`src/rtl/uart_pkg.sv`:
```
// Shared UART definitions: FSM state encoding, parity selectors and line levels.
// The PARITY state is present only when UART_TX_PARITY_EN is defined.
package uart_pkg;

    typedef enum logic [2:0] {
        ST_IDLE   = 3'd0,
        ST_START  = 3'd1,
        ST_DATA   = 3'd2,
`ifdef UART_TX_PARITY_EN
        ST_PARITY = 3'd3,
`endif
        ST_STOP   = 3'd4
    } state_t;

    localparam logic PAR_EVEN  = 1'b0;
    localparam logic PAR_ODD   = 1'b1;

    localparam logic IDLE_LVL  = 1'b1;
    localparam logic START_LVL = 1'b0;
    localparam logic STOP_LVL  = 1'b1;

endpackage

```
`src/rtl/uart_tx_bit_timer.sv`:
```
// Per-bit edge counter: bit_done_c marks the last CLK cycle of each serial bit.
// The counter is held at zero whenever the timer is disabled.
module uart_tx_bit_timer #(
    parameter int unsigned PRESCALE_WIDTH = 6
) (
    input  logic                      CLK,
    input  logic                      RST,
    input  logic                      en,
    input  logic [PRESCALE_WIDTH-1:0] prescale,
    output logic                      bit_done_c
);

    logic [PRESCALE_WIDTH-1:0] edge_cnt;

    assign bit_done_c = en && (edge_cnt == (prescale - PRESCALE_WIDTH'(1)));

    always_ff @(posedge CLK) begin
        if (!RST) begin
            edge_cnt <= '0;
        end else if (!en || bit_done_c) begin
            edge_cnt <= '0;
        end else begin
            edge_cnt <= edge_cnt + PRESCALE_WIDTH'(1);
        end
    end

endmodule

```
`src/rtl/uart_tx_framer.sv`:
```
// UART transmit framer: start bit, LSB-first payload, optional parity, one stop bit.
// Define UART_TX_PARITY_EN to add the PAR_TYP port and the parity bit.
module uart_tx_framer
    import uart_pkg::*;
#(
    parameter int unsigned DATA_WIDTH     = 8,
    parameter int unsigned PRESCALE_WIDTH = 6
) (
    input  logic                      CLK,
    input  logic                      RST,
    input  logic [DATA_WIDTH-1:0]     P_DATA,
    input  logic                      Data_Valid,
    input  logic [PRESCALE_WIDTH-1:0] Prescale,
`ifdef UART_TX_PARITY_EN
    input  logic                      PAR_TYP,
`endif
    output logic                      TX_OUT,
    output logic                      Busy
);

    localparam int unsigned IDX_W = (DATA_WIDTH > 1) ? $clog2(DATA_WIDTH) : 1;

    state_t                    state;
    logic [DATA_WIDTH-1:0]     data_q;
    logic [PRESCALE_WIDTH-1:0] prescale_q;
    logic [IDX_W-1:0]          bit_idx;
    logic [IDX_W-1:0]          next_idx;
    logic                      bit_done;

    assign next_idx = bit_idx + IDX_W'(1);

`ifdef UART_TX_PARITY_EN
    logic par_typ_q;
    logic parity_bit_c;

    assign parity_bit_c = (^data_q) ^ (par_typ_q == PAR_ODD);
`endif

    uart_tx_bit_timer #(
        .PRESCALE_WIDTH (PRESCALE_WIDTH)
    ) u_bit_timer (
        .CLK        (CLK),
        .RST        (RST),
        .en         (state != ST_IDLE),
        .prescale   (prescale_q),
        .bit_done_c (bit_done)
    );

    // Frame sequencer; every bit advances only on the timer's last cycle of that bit.
    always_ff @(posedge CLK) begin
        if (!RST) begin
            state      <= ST_IDLE;
            TX_OUT     <= IDLE_LVL;
            Busy       <= 1'b0;
            bit_idx    <= '0;
            data_q     <= '0;
            prescale_q <= '0;
`ifdef UART_TX_PARITY_EN
            par_typ_q  <= PAR_EVEN;
`endif
        end else begin
            case (state)
                ST_IDLE: begin
                    if (Data_Valid) begin
                        data_q     <= P_DATA;
                        prescale_q <= (Prescale == '0) ? PRESCALE_WIDTH'(1) : Prescale;
`ifdef UART_TX_PARITY_EN
                        par_typ_q  <= PAR_TYP;
`endif
                        bit_idx    <= '0;
                        state      <= ST_START;
                        TX_OUT     <= START_LVL;
                        Busy       <= 1'b1;
                    end
                end
                ST_START: begin
                    if (bit_done) begin
                        state  <= ST_DATA;
                        TX_OUT <= data_q[0];
                    end
                end
                ST_DATA: begin
                    if (bit_done) begin
                        if (bit_idx == IDX_W'(DATA_WIDTH - 1)) begin
`ifdef UART_TX_PARITY_EN
                            state  <= ST_PARITY;
                            TX_OUT <= parity_bit_c;
`else
                            state  <= ST_STOP;
                            TX_OUT <= STOP_LVL;
`endif
                        end else begin
                            bit_idx <= next_idx;
                            TX_OUT  <= data_q[next_idx];
                        end
                    end
                end
`ifdef UART_TX_PARITY_EN
                ST_PARITY: begin
                    if (bit_done) begin
                        state  <= ST_STOP;
                        TX_OUT <= STOP_LVL;
                    end
                end
`endif
                ST_STOP: begin
                    if (bit_done) begin
                        state  <= ST_IDLE;
                        TX_OUT <= IDLE_LVL;
                        Busy   <= 1'b0;
                    end
                end
                default: begin
                    state  <= ST_IDLE;
                    TX_OUT <= IDLE_LVL;
                    Busy   <= 1'b0;
                end
            endcase
        end
    end

endmodule

```
`config.mk`:
```
export PLATFORM = sky130hd
export DESIGN_NAME = uart_tx_framer
export DESIGN_NICKNAME = d
export VERILOG_FILES = /design/src/rtl/uart_pkg.sv /design/src/rtl/uart_tx_bit_timer.sv /design/src/rtl/uart_tx_framer.sv
export SDC_FILE = /design/constraint.sdc
export NUM_CORES = 1
export LEC_CHECK = 0
export ABC_CLOCK_PERIOD_IN_PS = 2800
export BUFFER_PORTS_ARGS = -buffer_cell sky130_fd_sc_hd__buf_2
export CAP_MARGIN = 40
export CORE_MARGIN = 4
export CORE_UTILIZATION = 51
export DETAILED_ROUTE_END_ITERATION = 10
export PLACE_DENSITY = 0.74
export SETUP_SLACK_MARGIN = 0.5
export SKIP_CTS_REPAIR_TIMING = 1
export SYNTH_ARGS = -nofsm -noshare
export SYNTH_HDL_FRONTEND = slang
export SYNTH_HIERARCHICAL = 1
export SYNTH_SLANG_ARGS = --single-unit
```
`constraint.sdc`:
```
create_clock -name CLK -period 2.8 [get_ports CLK]
set_input_delay 0.7 -clock CLK [delete_from_list [all_inputs] [get_ports CLK]]
set_output_delay 0.7 -clock CLK [all_outputs]
set_load 0.01 [all_outputs]
```
==> impl.org, run 1 <==
** Floorplanning
- Ports placed on the boundary :: 19
- Measured along the y axis, the die boundary spans 62.22 um.
- Core footprint :: 0.002781 sq mm
- In this run the core area contains 19 standard-cell rows.
- The die is 62.22 um wide.
- Area of the die :: 0.003871 sq mm
- Initial standard-cell utilization of the core :: 0.5389

** Global routing
- Pin count of the biggest net entering global routing :: 19
- For met2 alone, demand over resource in global routing was 0.2487.
- Global Route met3 Usage :: 0.01802
- First-pass GRT wire length :: 4905 um
- The via count of the first global-routing pass was 1113.
- For met1 alone, demand over resource in global routing was 0.1951.
- The initial antenna violation count is 0.
- Global Route Usage Sum :: 0.1460
- Most Used Layer, Global Route :: met2
- Sum of overflow across all layers after global routing :: 0

** Synthesis
- Avg Inst Size Synth :: 8.517 sq um
- Number of standard cells after synthesis :: 176
- For this run, asynchronously set or reset flops after synthesis account for 0.
- The share of the Yosys chip area taken by registers is 0.3740.
- Total of warnings raised by yosys :: 6
- Cell type with the largest total area after synthesis :: dfxtp_1
- By area the synthesized netlist is led by dfxtp_1, nand2_1, a21oi_1.
- Synthesis-stage register bit count :: 28
- Share of the synthesized area in the top cell type :: 0.3740
- EDFF count, synth :: 0
- For this run, the leading register cell type out of synthesis is dfxtp_1.
- Post-synthesis instance area :: 0.001499 sq mm
- Distinct cells, synth :: 44
- Synthesized netlist net count :: 197

** STA
- The count of final hold-check violations is 0.
- Setup skew after layout :: 0.01442 ns
- The worst pin sits at a relative slew slack of 0.6270.
- Timing would allow up to 0.4046 GHz.
- Adding up every negative setup slack in the final design gives 0 ns.
- Count of final max-slew check failures :: 0
- Pin slew with the least headroom to its limit :: 0.5589 ns
- Subtracting the final worst setup slack from the clock period gives 2.472 ns.
- Final setup violation count :: 0
- Dividing the final minimum period by the clock period gives 0.8827.
- Setup repair after global routing could not meet its margin everywhere.

** Placement
- Placer's final routability congestion estimate :: 0.8428
- Detailed placement ended at an HPWL of 2130 um.
- Quantity of I/O buffers inserted on ports :: 18
- Total placed instance area :: 0.001604 sq mm

** Pwr
- Dividing total power by cell area gives a power density of 484.3 mW/mm^2.
- In this run the power spent charging and discharging nets is 201.8 uW.
- Peak supply drop :: 0.5104 mV
- Design internal power :: 617.5 uW
- Switching Share :: 0.2463
- Of the total power, the clock network draws 0.323.
- Leakage :: 0.6735 nW
- Combinational group share of total power :: 0.150
- Of the total power, registers draw 0.528.

** Worst setup path
- Slowest Stage Delay on Critical Path :: 0.38 ns
- Along the worst path, the maximum fanout reaches 8.
- Setup CP Type :: reg -> reg
- For this design, the slowest cell found on the critical path is dfxtp_4.
- The worst setup path is captured at a register.
- Kind of start point of the critical path :: register
- Counting both buffers and inverters, the worst setup path holds a total of 1.
- At the worst endpoint, the required time is 3.00 ns.
- Broken down by cell family, the worst path's largest delay share belongs to simple AND/OR/NAND/NOR gates.
- Data arrives at the worst endpoint at 2.68 ns.
- CP cell instances :: inv_2 > ha_4 > or3b_1 > a211o_1 > nor4b_4 > and3_4 > nand3b_1 > a21boi_2 > mux2i_1 > nor2_1

** Detailed routing
- In the routed layout, each cell is associated on average with a via count of 5.627.
- Per-cell routed wire length :: 12.68 um
- In this run the remaining antenna-violating nets after routing total 0.
- DRC violation count after routing :: 0
- Total via count after detailed routing :: 1266
- For this block, the initial DRC count from the detailed router was 25.
- Total wire length after detailed routing :: 2853 um
- The pre-antenna-repair detailed-routing pass consisted of 4 iterations.

** Clock tree
- Clock root buffer :: clkbuf_4
- In this run the number of H-tree levels came out at 1.
- Source-to-sink clock delay at the later pin of the worst-skew pair :: 0.33 ns
- Clock tree synthesis found a total of 28 sinks.
- TritonCTS Buffers :: 3
- After clock tree synthesis, the clock-pin slew on the worst setup and hold paths is 0.16 ns.
- The clock passes through at most 2 buffers.
- TritonCTS clock tree :: yes

** Outcome
- The run finished with clean final reports.

** Cells and area
- For this run, the share of the core covered by cells in the final layout is 0.6082.
- Non-Filler Cell Area, Final :: 0.001692 sq mm
- Layout-stage area growth over the synthesis result :: 12.85%
- Fraction of final layout cells sized beyond drive strength 1 :: 0.2268
- Filler Cells Inserted :: 246
- Post-layout nets :: 216
- N_diodes :: 0

** Flow run
- Number of violations of the max-capacitance limit :: 0

** Min path
- The min-delay analysis places its worst path in the category reg -> reg.
cells in the final DEF (no fill, tap or decap), types with 5 or more instances in the layout:
master,count
a21oi_1,22
nor3_1,5
nor2_1,13
mux2i_1,6
buf_2,18
nand2_1,31
a211oi_1,5
dfxtp_1,26
xnor2_1,7
cell type report:
class                   count  area, sq um  share of cell area
multi-input cells         134        892.1              0.5274
clock buffers               3        22.52             0.01331
inverters                   6        22.52             0.01331
repair buffers             22        120.1             0.07101
well taps                  31        38.79             0.02293
clock inverters             1        30.03             0.01775
flip-flops and latches     28        565.5              0.3343
worst min-delay path, delay by kind of cell (launching register included):
kind / cells / cell delay, ns
and+or+nand+nor: 1 / 0.05
AOI/OAI and AO/OA: 1 / 0.05
DFF: 1 / 0.34
through the flow:
stage	hold WS, ns	setup WS [ns]	total power [mW]	cells
final	0.4625	0.3284	0.8193	225
after floorplan	0.4331	0.3527	0.5286	176
after global routing	0.4857	0.1837	0.8601	225
after global placement	0.4440	0.3231	0.5549	218
after CTS	0.4677	0.1851	0.8215	222
after detailed placement	0.4482	0.2221	0.5591	218
state kept, by name, indices dropped and copies added (netlist names):
name,cells
prescale_q,6
u_bit_timer/edge_cnt,6
TX_OUT,1
data_q,8
Busy,1
bit_idx,3
state,3
cell usage after synthesis (3+ instances only):
| master | count |
|---|---|
| nand2_1 | 31 |
| a211oi_1 | 5 |
| nand2b_1 | 4 |
| and3_1 | 3 |
| inv_1 | 5 |
| mux2i_1 | 6 |
| xnor2_1 | 7 |
| nor2_1 | 13 |
| nor2b_1 | 3 |
| dfxtp_1 | 28 |
| nand3_1 | 5 |
| nor3_1 | 5 |
| ha_1 | 4 |
| xor2_1 | 3 |
| buf_2 | 4 |
| a21oi_1 | 22 |
power by group through the flow:
stage | combinational (mW) | clock, mW | sequential [mW]
global placement | 0.115 | 0 | 0.440
floorplan | 0.0918 | 0 | 0.437
finish | 0.123 | 0.264 | 0.432
detailed placement | 0.118 | 0 | 0.441
CTS | 0.118 | 0.270 | 0.433
global route | 0.139 | 0.286 | 0.435
per-layer routing:
metal  vias up  wire (um)
li1        648          -
met1       585       1319
met2        31       1369
met3         2        143
met4         0         20
met5         -          0
cells by family after synthesis:
logic type | share of synthesized area
and+or+nand+nor | 0.2412
xor gates and xnor gates | 0.05843
DFF | 0.3740
buffers and inverters | 0.04591
adders and majority gates | 0.03339
AOI/OAI and AO/OA | 0.1920
muxes | 0.05509
path summary, 6_finish.rpt:
kind                               startpoint          to  slack, ns  depth (start not counted)
worst max-delay path            prescale_q[0]  bit_idx[1]       0.33                         10
worst max register to register  prescale_q[0]  bit_idx[1]       0.33                         10
worst min register to register      data_q[7]   data_q[7]       0.46                          2
worst min-delay path                data_q[7]   data_q[7]       0.46                          2
(Power assumes the default switching activity.)
==> run 2, diff against run 1 <==
- PLACE_DENSITY: 0.74 -> 0.71
==> run 2 against run 1 <==
Fmax shrank 1.1%. Non-clock buffer count grew 2. Utilization grew 0.40 points. Critical path type unchanged. Combinational power grew 5%. Clock skew shrank 0.014 ns. Sequential cell count is the same. First-iteration DRC count grew 110%. Worst hold slack gained 0.0024 ns. Global-route usage grew 0.91 points. Clock-buffer cell count grew 1. Final area grew 0.67%. Critical endpoint is now bit_idx[2].
==> impl.org, run 2 (synthesized netlist as in run 1, its figures left out) <==
** Clock tree
- Sink count of the clock tree :: 28
- Maximum buffer depth of the clock tree :: 2
- Clock root buffer :: clkbuf_4
- TritonCTS clock tree :: yes
- Clock tree synthesis inserted a total of 3 buffers.
- Clock latency on the worst-skew pair, taken at its later pin, is 0.32 ns.
- CTS built an H-tree with a depth of 1.
- Clock-pin slew was measured on the worst setup and hold paths at 0.15 ns.

** Placement
- Port buffering added 18 buffers.
- Placer's final routability congestion estimate :: 0.8044
- Summing all placed instances gives a cell area of 0.001604 sq mm.
- The HPWL after detailed placement is 2165 um.

** Pwr
- The worst-case IR drop observed on VDD is 0.3219 mV.
- Overall power after layout :: 758.9 uW
- For this design the ratio of total power to cell area is 445.7 mW/mm^2.
- Summed over all cells, the static leakage comes to 0.6782 nW.

** STA
- Min Tclk post-route :: 2.500 ns
- Setup skew after layout :: 0.0008180 ns
- The count of final hold-check violations came to 0.
- Unrepaired setup endpoints after global routing :: true
- Across all hold checks on the routed design, the worst slack comes to 0.4649 ns.
- For the pin with the worst max-slew slack, the measured transition is 0.5746 ns.
- Adding up every negative setup slack in the final design gives 0 ns.
- Worst max-slew margin expressed relative to the limit :: 0.6165
- Final setup violation count :: 0
- Of the available clock period, the critical path in the final layout requires 0.8930.
- Maximum achievable frequency :: 0.4000 GHz
- Count of final max-slew check failures :: 0

** Cells and area
- The register with the most flip-flops in the layout has 8 of them.
- Most common cell after layout, fill and taps aside :: nand2_1
- From synthesis to final layout, the design area changed by 13.61%.
- Non-Filler Cell Area, Final :: 0.001703 sq mm
- The net count of the finished layout is 218.
- Register with the most flip-flops :: data_q
- For this run, the share of the core covered by cells in the final layout is 0.6122.
- Of the cells placed in the final design, the portion with a size suffix greater than 1 is 0.2500.
- Commonest cells after routing, fill and taps aside :: nand2_1, dfxtp_1, a21oi_1
- The number of antenna diodes in the final layout is 0.
- In the final layout, the registers with the most flip-flops are data_q x8, prescale_q x6, u_bit_timer/edge_cnt x6.

** Worst setup path
- Setup CP Type :: reg -> reg
- Critical path endpoint category :: register
- The endpoint identified for the worst register-to-register timing path is bit_idx[2].
- The worst setup path is launched from a register.
- Counting cells, the worst reg-to-reg path comes to 10.
- For flop-to-flop paths, the worst setup slack is 0.30 ns.
- Launching point of the worst reg2reg path :: prescale_q[1]
- Critical path peak fanout :: 6
- Required arrival time at the worst endpoint :: 3.01 ns
- STA puts the critical path data arrival time at 2.71 ns.

** Global routing
- Global Route Usage Sum :: 0.1551
- Pin count of the biggest net entering global routing :: 19
- Via count of the first global-routing pass :: 1147
- Sum of overflow across all layers after global routing :: 0
- Initial antenna violation count :: 0
- The first global-routing pass estimated 5023 um of wire.

** Detailed routing
- The first routing iteration left 53 violations.
- Total via count after detailed routing :: 1225
- After detailed routing, the average wire length per cell comes to 13.08 um.
- Total wire length after detailed routing :: 2970 um
- In the routed design, unresolved DRC markers number 0.
- Vias per cell :: 5.396
- Iteration count of the initial detailed-routing pass :: 5
- Once detail routing completed, the nets flagged for antenna violations numbered 0.

** Floorplanning
- Die span in x :: 62.22 um
- DIE HEIGHT :: 62.22 um
- After floorplanning, the core was sized to cover 0.002781 sq mm.
- Pin placement for this block handled 19 I/O pins.
- In this run the core area contains 19 standard-cell rows.
- For this configuration, the core starts out at a cell density of 0.5389.
- The floorplan step defined a die boundary enclosing 0.003871 sq mm.

** Min path
- In this run the most critical hold path is launched from data_q[7].
- Hold path depth :: 2
- Hold endpoint :: data_q[7]
- In this run the worst hold path is classified as reg -> reg.

** Flow run
- Number of violations of the max-capacitance limit :: 0

** Outcome
- The run finished with clean final reports.
[run 2: changes by cell type in the layout (fill, tap and decap cells not counted), sizes merged]
| cell | change |
|---|---|
| buf | +2 |
| bufinv | -1 |
| clkbuf | +1 |
[run 2: worst max-delay path, cell delays in order (launching register included)]
cell      delay, ns
dfxtp_2        0.36
inv_2          0.07
ha_4           0.12
or3b_4         0.37
a211o_1        0.30
nor4b_4        0.25
and3_4         0.26
nand3b_1       0.10
a21boi_2       0.27
mux2i_1        0.23
nor2_1         0.05
[run 2: through the flow]
step	instances	setup slack [ns]
3_5_place_dp	218	0.1596
6_report	227	0.2997
3_3_place_gp	218	0.3251
5_1_grt	227	0.1419
2_1_floorplan	176	0.3527
4_1_cts	222	0.1387
[run 2: power breakdown]
part           total (mW)  internal [mW]  switching [mW]
registers           0.433          0.416          0.0169
clock network       0.197         0.0795           0.118
logic               0.129         0.0609          0.0679
[run 2: area by class of cell]
type	instances	area (sq um)
fill	252	1079
timing repair buffer	24	135.1
tap	31	38.79
inverter	6	25.02
multi-input combinational	134	902.1
clock buffer	4	36.28
sequential	28	565.5
[run 2: metal layers]
metal / part of all wire / up-vias / track usage
li1: - / 650 / -
met1: 0.49 / 550 / 0.1964
met2: 0.47 / 23 / 0.2630
met3: 0.036 / 2 / 0.03063
met4: 0.0067 / 0 / 0.04607
met5: 0 / - / 0
[run 2: how the worst max path moves through the flow]
stage | from | endpoint | slack [ns] | depth (start not counted)
floorplan | prescale_q[0] | bit_idx[0] | 0.35 | 11
finish | prescale_q[1] | bit_idx[2] | 0.30 | 10
global route | prescale_q[1] | state[2] | 0.14 | 11
CTS | prescale_q[1] | bit_idx[1] | 0.14 | 10
global placement | prescale_q[0] | bit_idx[1] | 0.33 | 10
detailed placement | prescale_q[1] | bit_idx[1] | 0.16 | 10
==> run 3, diff against run 2 <==
- CORE_ASPECT_RATIO: unset -> 2
==> run 3 against run 2 <==
Global-route usage is 3.9 points higher. Sequential cell count unchanged. Combinational power barely moved. Die area rose by 1.4%. Non-clock buffer count fell by 2. Clock power grew 59%. Fmax up 2.0%. Highest routed layer unchanged. Register-to-register slack improved by 0.05 ns. Critical endpoint is now bit_idx[1]. Clock skew increased by 0.0082 ns.
==> impl.org, run 3 (synthesized netlist as in run 1, its figures left out) <==
** Placement
- Detailed placement HPWL :: 2714 um
- Quantity of I/O buffers inserted on ports :: 18
- Placer's final routability congestion estimate :: 0.9136
- Counting tap cells, the placed design contains a total of 217 instances.
- Summing all placed instances gives a cell area of 0.001609 sq mm.

** Detailed routing
- Met3 routed wirelength :: 89 um
- The detail route stage leaves a number of antenna-violating nets equal to 0.
- Iteration count of the initial detailed-routing pass :: 4
- Initial DRC count :: 40
- The routed layout has 1311 vias.
- Met2 WL post-DR :: 2140 um
- In the final routed layout, each cell accounts on average for 15.77 um.
- Signal routing reaches up to met4.
- Vias per cell :: 5.879
- DRC violation count after routing :: 0
- Total wire length after detailed routing :: 3517 um
- Metal-1 WL :: 1215 um

** Clock tree
- H-tree Lvls :: 1
- TritonCTS created 3 clock buffers.
- After clock tree synthesis, the clock-pin slew on the worst setup and hold paths is 0.10 ns.
- Clock root buffer :: clkbuf_8
- The clock reaches the later pin of the worst-skew pair after 0.27 ns.
- Maximum buffer depth of the clock tree :: 2
- TritonCTS built the clock tree.
- Counting every sink on the clock net gives 28.

** Pwr
- The worst-case IR drop observed on VDD is 0.4173 mV.
- Overall power after layout :: 873.3 uW
- Leakage :: 0.6881 nW
- Power spread over the standard cell area amounts to 506.1 mW/mm^2.

** STA
- Unrepaired setup endpoints after global routing :: true
- Maximum achievable frequency :: 0.4079 GHz
- Final setup violation count :: 0
- Pin slew with the least headroom to its limit :: 0.5869 ns
- On the final layout, the worst hold slack is 0.4571 ns.
- The worst pin sits at a relative slew slack of 0.6083.
- Count of final max-slew check failures :: 0
- The count of final hold-check violations is 0.
- Dividing the final minimum period by the clock period gives 0.8756.
- Total negative setup slack :: 0 ns
- Subtracting the final worst setup slack from the clock period gives 2.452 ns.
- Setup skew after layout :: 0.009003 ns

** Global routing
- The first global-routing pass estimated 5706 um of wire.
- Summed over all layers, the global routing overflow is 0.
- Via count of the first global-routing pass :: 1300
- Global Route Usage Sum :: 0.1941
- Initial antenna violation count :: 0
- Entering global routing, the biggest net connects 19 pins.

** Worst setup path
- Along the worst path, the maximum fanout reaches 4.
- Worst path arrival time :: 2.59 ns
- Required arrival time at the worst endpoint :: 2.94 ns
- STA classifies the critical path startpoint as a register.
- Setup CP Type :: reg -> reg
- STA classifies the critical path endpoint as a register.

** Cells and area
- From synthesis to final layout, the design area changed by 15.11%.
- N_diodes :: 0
- Fraction of final layout cells sized beyond drive strength 1 :: 0.2320
- The library cell used most frequently in the layout, excluding fill and tap cells, is nand2_1.
- The finished cells cover 0.001725 sq mm.
- The count of cells in the finished layout, fillers not included, comes to 223.
- The library cells used most frequently in the layout, excluding fill and tap cells, are nand2_1, dfxtp_1, a21oi_1.
- More flip-flops sit in one register than any other, and that register is data_q.
- Max FFs per register :: 8
- The layout has 254 filler cells.
- Post-layout nets :: 216
- Top Registers :: data_q x8, prescale_q x6, u_bit_timer/edge_cnt x6

** Floorplanning
- Rows :: 27
- Initial standard-cell utilization of the core :: 0.5346
- Area of the die :: 0.003923 sq mm
- 19 I/O pins were placed.
- Die span in x :: 46.34 um
- Measured along the y axis, the die boundary spans 84.67 um.
- In this run the standard cell core region covers 0.002804 sq mm.

** Outcome
- The run finished with clean final reports.

** Min path
- The tightest min-delay check is of the reg -> reg type.

** Flow run
- Number of violations of the max-capacitance limit :: 0
[run 3: worst paths after layout]
kind / start / end / slack [ns] / cells after the start
setup / recovery: prescale_q[0] / bit_idx[1] / 0.35 / 10
hold / removal: data_q[3] / data_q[3] / 0.46 / 2
setup reg to reg: prescale_q[0] / bit_idx[1] / 0.35 / 10
hold reg to reg: data_q[3] / data_q[3] / 0.46 / 2
[run 3: metrics by stage]
step,setup WS [ns],utilization
after global placement,0.4868,0.5739
final,0.3483,0.6154
after detailed placement,0.4125,0.5739
after global routing,0.2028,0.6154
after CTS,0.3898,0.5993
after floorplan,0.3527,-
[run 3: final cells by class]
cell class	count	area (sq um)	share of cell area
repair buffers	22	123.9	0.07179
well taps	29	36.28	0.02103
clock inverters	1	30.03	0.01740
multi-input cells	134	905.9	0.5250
inverters	6	22.52	0.01305
clock buffers	3	41.29	0.02393
flip-flops and latches	28	565.5	0.3278
[run 3: power breakdown]
group          leakage (nW)  internal [mW]  switching [mW]
logic                 0.423         0.0576          0.0704
registers             0.230          0.415          0.0174
clock network        0.0357          0.191           0.121
[run 3: worst max-delay path, stage by stage, from the launching register on]
cell      delay [ns]
dfxtp_4         0.36
inv_2           0.06
ha_4            0.13
or3b_1          0.35
a211o_1         0.31
nor4b_4         0.24
and3_4          0.23
nand3b_1        0.13
a21boi_4        0.24
mux2i_1         0.21
nor2_1          0.05
[run 3: routing by layer]
metal  GRT usage  up-vias
met5           0        -
met4     0.07772        0
met3     0.02146        6
met2      0.3668       23
met1      0.1947      636
li1            -      646
